## src/rtl/procedural_serial_unload_if.sv

```systemverilog
// Word-source-to-shifter bundle for procedural_serial_unload.
// Handshake: a word transfers at the posedge where load && ready are both 1;
// Din is sampled only then, and load while ready=0 has no effect.
interface procedural_serial_unload_if #(
  parameter int WIDTH = 5
);
  logic             load;
  logic [WIDTH-1:0] Din;
  logic             E;
  logic             ready;
  logic             busy;
  logic             Q;
  logic             done;

  modport master (
    output load, Din, E,
    input  ready, busy, Q, done
  );

  modport slave (
    input  load, Din, E,
    output ready, busy, Q, done
  );
endinterface

```

## src/rtl/procedural_serial_unload.sv

```systemverilog
// Parallel-in / serial-out transmitter for the serial-load link.
// Optional feature macro: PARITY_EN appends an even-parity bit after the data bits.
module procedural_serial_unload #(
  parameter int WIDTH     = 5,
  parameter bit MSB_FIRST = 1'b1
) (
  input  logic                        clk,
  input  logic                        clr,
  procedural_serial_unload_if.slave   bus,
  output logic [1:0]                  dbg_state
);

  localparam int CW  = $clog2(WIDTH + 1);
  localparam int OUT = MSB_FIRST ? WIDTH - 1 : 0;
  localparam logic [CW-1:0] LAST = CW'(WIDTH - 1);

`ifdef PARITY_EN
  typedef enum logic [1:0] {IDLE = 2'd0, SHIFT = 2'd1, PAR = 2'd2} state_t;
`else
  typedef enum logic [1:0] {IDLE = 2'd0, SHIFT = 2'd1} state_t;
`endif

  state_t           state, state_n;
  logic [WIDTH-1:0] shreg, shreg_n;
  logic [CW-1:0]    bitcnt, bitcnt_n;
  logic             done_q, done_n;
`ifdef PARITY_EN
  logic             par, par_n;
`endif

  always_ff @(posedge clk) begin
    if (clr) begin
      state  <= IDLE;
      shreg  <= '0;
      bitcnt <= '0;
      done_q <= 1'b0;
`ifdef PARITY_EN
      par    <= 1'b0;
`endif
    end else begin
      state  <= state_n;
      shreg  <= shreg_n;
      bitcnt <= bitcnt_n;
      done_q <= done_n;
`ifdef PARITY_EN
      par    <= par_n;
`endif
    end
  end

  // shreg is cleared whenever the word ends, so its output bit doubles as Q
  // in every state and Q stays a bare flop output.
  always_comb begin
    state_n  = state;
    shreg_n  = shreg;
    bitcnt_n = bitcnt;
    done_n   = 1'b0;
`ifdef PARITY_EN
    par_n    = par;
`endif
    case (state)
      IDLE: begin
        if (bus.load) begin
          shreg_n  = bus.Din;
          bitcnt_n = '0;
          state_n  = SHIFT;
`ifdef PARITY_EN
          par_n    = ^bus.Din;
`endif
        end
      end
      SHIFT: begin
        if (bus.E) begin
          if (bitcnt == LAST) begin
            shreg_n = '0;
`ifdef PARITY_EN
            // Parity rides out through the same output bit position.
            shreg_n[OUT] = par;
            state_n      = PAR;
`else
            state_n = IDLE;
            done_n  = 1'b1;
`endif
          end else begin
            shreg_n  = MSB_FIRST ? (shreg << 1) : (shreg >> 1);
            bitcnt_n = bitcnt + CW'(1);
          end
        end
      end
`ifdef PARITY_EN
      PAR: begin
        if (bus.E) begin
          shreg_n = '0;
          state_n = IDLE;
          done_n  = 1'b1;
        end
      end
`endif
      default: state_n = IDLE;
    endcase
  end

  assign bus.ready = (state == IDLE);
  assign bus.busy  = (state != IDLE);
  assign bus.Q     = shreg[OUT];
  assign bus.done  = done_q;
  assign dbg_state = state;

endmodule

```

## src/flat_wrapper.sv

```systemverilog
// flat-port wrapper written by rule: the top's interface ports become plain ports
module procedural_serial_unload_flat 
#(
  parameter int WIDTH     = 5,
  parameter bit MSB_FIRST = 1'b1
)
  (clk, clr, dbg_state, bus_load, bus_Din, bus_E, bus_ready, bus_busy, bus_Q, bus_done);
  procedural_serial_unload_if #(.WIDTH(WIDTH)) bus_i ();
  input  logic clk;
  input  logic clr;
  output logic [1:0] dbg_state;
  input wire logic [$bits(bus_i.load)-1:0] bus_load;
  input wire logic [$bits(bus_i.Din)-1:0] bus_Din;
  input wire logic [$bits(bus_i.E)-1:0] bus_E;
  output wire logic [$bits(bus_i.ready)-1:0] bus_ready;
  output wire logic [$bits(bus_i.busy)-1:0] bus_busy;
  output wire logic [$bits(bus_i.Q)-1:0] bus_Q;
  output wire logic [$bits(bus_i.done)-1:0] bus_done;
  assign bus_i.load = bus_load;
  assign bus_i.Din = bus_Din;
  assign bus_i.E = bus_E;
  assign bus_ready = bus_i.ready;
  assign bus_busy = bus_i.busy;
  assign bus_Q = bus_i.Q;
  assign bus_done = bus_i.done;
  procedural_serial_unload #(.WIDTH(WIDTH), .MSB_FIRST(MSB_FIRST)) u_core (.clk(clk), .clr(clr), .bus(bus_i), .dbg_state(dbg_state));
endmodule
```

## config.mk

```make
export PLATFORM = sky130hd
export DESIGN_NAME = procedural_serial_unload_flat
export DESIGN_NICKNAME = d
export VERILOG_FILES = /design/src/rtl/procedural_serial_unload_if.sv /design/src/rtl/procedural_serial_unload.sv /design/src/flat_wrapper.sv
export SDC_FILE = /design/constraint.sdc
export NUM_CORES = 1
export LEC_CHECK = 0
export CAP_MARGIN = 10
export CELL_PAD_IN_SITES_DETAIL_PLACEMENT = 1
export CELL_PAD_IN_SITES_GLOBAL_PLACEMENT = 2
export CORE_MARGIN = 1.5
export CORE_UTILIZATION = 25
export DETAILED_ROUTE_END_ITERATION = 8
export HOLD_SLACK_MARGIN = 0.06
export MAX_ROUTING_LAYER = met4
export PLACE_DENSITY = 0.79
export SLEW_MARGIN = 20
export SYNTH_ARGS = -nofsm -noshare
export SYNTH_HDL_FRONTEND = slang
export SYNTH_SLANG_ARGS = --single-unit
```

## constraint.sdc

```tcl
create_clock -name clk -period 1.5 [get_ports clk]
set_input_delay 0.15 -clock clk [delete_from_list [all_inputs] [get_ports clk]]
set_output_delay 0.15 -clock clk [all_outputs]
set_load 0.005 [all_outputs]
```

==> reports/results.ini <==
[sta]
max_freq_mhz = 695
setup_viol = 0
rsz0062_at_grt = no
period_needed_ns = 1.44
hold_violations = 0
timing.final.crit_share_pct = 95.9
clock_skew_ns = 0.00747
setup_slack_ns = 0.0618
slew_violations = 0
setup_tns_ns = 0

[power_and_ir_drop]
power_density_nw_per_um2 = 908
clkPwrFrac_pct = 37.8
swShare_pct = 25.4
seq_power_share_pct = 44.5
p_switching_mw = 0.169
vdd_ir_drop_max_v = 0.000244
p_int_mw = 0.498
leakage_nw = 0.279
combPwrFrac_pct = 17.8

[logic_synthesis]
synth_top_area_share_pct = 38.1
synth_area_um2 = 526
synth_edf_count = 0
ys.flop_type = dfxtp_1
ys_top_cells_by_count = dfxtp_1, nor2_1, nor3_1
ys_top_cells_by_area = dfxtp_1, a221oi_1, ha_1
syn_nets = 71
synth_xor_area_share_pct = 0
yosys.area.top_type = dfxtp_1
synth_fa_ha_area_share_pct = 4.76
syn_inst = 60
synth-simple-area-share_pct = 23.6
synth-compound-area-share_pct = 18.1
synth.area.mux_share_pct = 5.95
yosysSeqAreaShare_pct = 38.1
yosysWarnings = 0
synth_async_sr_flop_share_pct = 0
synth_most_common_cell = dfxtp_1
synth_top_family_by_area = simple AND/OR/NAND/NOR gates
ys_types = 28
synth_seq_cells = 10
synth.avg_cell_area_um2 = 8.76

[critical_path]
cp_data_required_time_ns = 1.35
cp_top_family = buffers and inverters
slowest_stage = clkdlybuf4s50_1
start_kind = flip-flop
reg2reg_from = u_core.bitcnt[0]
crit_arrival_ns = 1.29
r2r_cells = 5
cp_num_buf_inv = 1
r2r_slack_ns = 0.11
critPathKind = flip-flop to primary output
cp_num_cells = 1
r2r-end = u_core.bitcnt[1]
crit_path_end_kind = primary output
crit_path_cell_trace = clkdlybuf4s50_1
max_stage_delay_ns = 0.55
critPathMaxFanout = 12

[outcome]
outcome = completed

[die]
coreArea_um2 = 1960
die-width_um = 48.8
die_area_um2 = 2390
die_h_um = 48.8
initial_utilization_pct = 26.8
rows = 16
ios = 15

[global_route]
grt_pass1_vias = 506
antenna_found_initial = 0
grt_pass1_wl_um = 2410
grt_max_degree = 13
grt_overflow = 0
grt_util_all_layers_pct = 13.5

[clocking]
cts_tree = built
clk_latency_ns = 0.27
clockBufferDepth = 2
cts_sinks = 10
cts_buffers = 3
h-tree-depth = 1
clk_pin_slew_ns = 0.08
postCtsSetupBuffers = 0
cts-root-buf = clkbuf_4
holdBufCountCts = 0

[final_layout]
final_layout_size_suffix_gt1_share_pct = 23.4
fill_cells = 247
syn_to_final_growth_pct = 39.8
num_antenna_cells = 0
layout.nets = 89
final_area_um2 = 734

[routing]
post_drt_wl_per_cell_um = 12.5
via_per_inst = 4.68
vias = 487
dr.pass1.iters = 2
wl_um = 1300
final_antenna_net_count = 0
drc_errors = 0
drtIter0Drc = 1

[place]
io_buffers = 13
routabilityCongestion = 0.740
pre_cts_ws_ns = 0.0438
postPlaceCellArea_um2 = 688
place.detailed.hpwl_um = 998

[min_path]
hold_start = u_core.shreg[4]
hold_class = flip-flop to flip-flop
min_to = u_core.shreg[4]
whs_path_depth = 2

[run]
max-cap-violations = 0

-- cell usage in the layout, fill, tap and decap left out, types with 2 or more instances in the layout --
cell type	instances
buf_4	4
nand2_1	3
nor2_1	6
inv_1	4
clkbuf_4	3
dfxtp_1	7
nor3_1	5
clkdlybuf4s50_1	13
dfxtp_2	3
mux2i_1	2
a21oi_1	4
a221oi_1	4
-- per-stage QoR --
| step | cells | power, mW | hold slack, ns | utilization, % |
|---|---|---|---|---|
| after floorplan | 60 | 0.362 | 0.318 | - |
| after global placement | 100 | 0.418 | 0.483 | 35.1 |
| after detailed placement | 100 | 0.420 | 0.486 | 35.1 |
| after CTS | 104 | 0.673 | 0.503 | 37.0 |
| after global routing | 104 | 0.705 | 0.547 | 37.4 |
| final | 104 | 0.667 | 0.495 | 37.4 |
-- logic make-up after synthesis --
family	after synthesis
muxes	3
other	1
buffers and inverters	8
AOI/OAI and AO/OA	13
adders and majority gates	2
DFF	10
and+or+nand+nor	23
-- cell type report --
cell class | instances | area, um2 | area share, %
tap | 27 | 33.8 | 4.60
sequential | 10 | 204 | 27.8
multi-input combinational | 42 | 285 | 38.8
clock buffer | 4 | 36.3 | 4.94
inverter | 4 | 15.0 | 2.04
timing repair buffer | 17 | 160 | 21.8
-- state kept, by name (all words and copies together), names as in the netlist --
| register | cells |
|---|---|
| u_core.bitcnt | 3 |
| u_core.bus.done | 1 |
| u_core.dbg_state | 1 |
| u_core.shreg | 5 |
-- per-layer routing --
| layer | global-route usage, % | vias to the layer above | part of all wire, % |
|---|---|---|---|
| met5 | - | - | 0 |
| met4 | 8.57 | 0 | 1.8 |
| met3 | 2.76 | 4 | 4.2 |
| met2 | 18.3 | 12 | 45 |
| met1 | 18.1 | 223 | 49 |
| li1 | - | 248 | - |
-- power groups by stage --
stage | registers (mW) | clock network, mW | logic, mW
5_1_grt | 0.299 | 0.273 | 0.133
3_5_place_dp | 0.302 | 0 | 0.118
4_1_cts | 0.296 | 0.258 | 0.119
3_3_place_gp | 0.301 | 0 | 0.117
6_report | 0.296 | 0.252 | 0.119
2_1_floorplan | 0.297 | 0 | 0.0651
-- repair_timing --
action | in CTS | in global routing
setup endpoints to repair | 3 | 5
pin swaps | 0 | 0
resized for setup | 1 | 4
-- worst max-delay path by stage --
stage	end	from
final	bus_busy	u_core.dbg_state[0]
after global routing	bus_ready	u_core.dbg_state[0]
after CTS	u_core.bitcnt[1]	u_core.bitcnt[0]
after detailed placement	u_core.bitcnt[1]	u_core.bitcnt[0]
after global placement	u_core.bitcnt[1]	bus_E
after floorplan	u_core.bitcnt[1]	u_core.bitcnt[0]
Power figures use the tool's default switching activity.
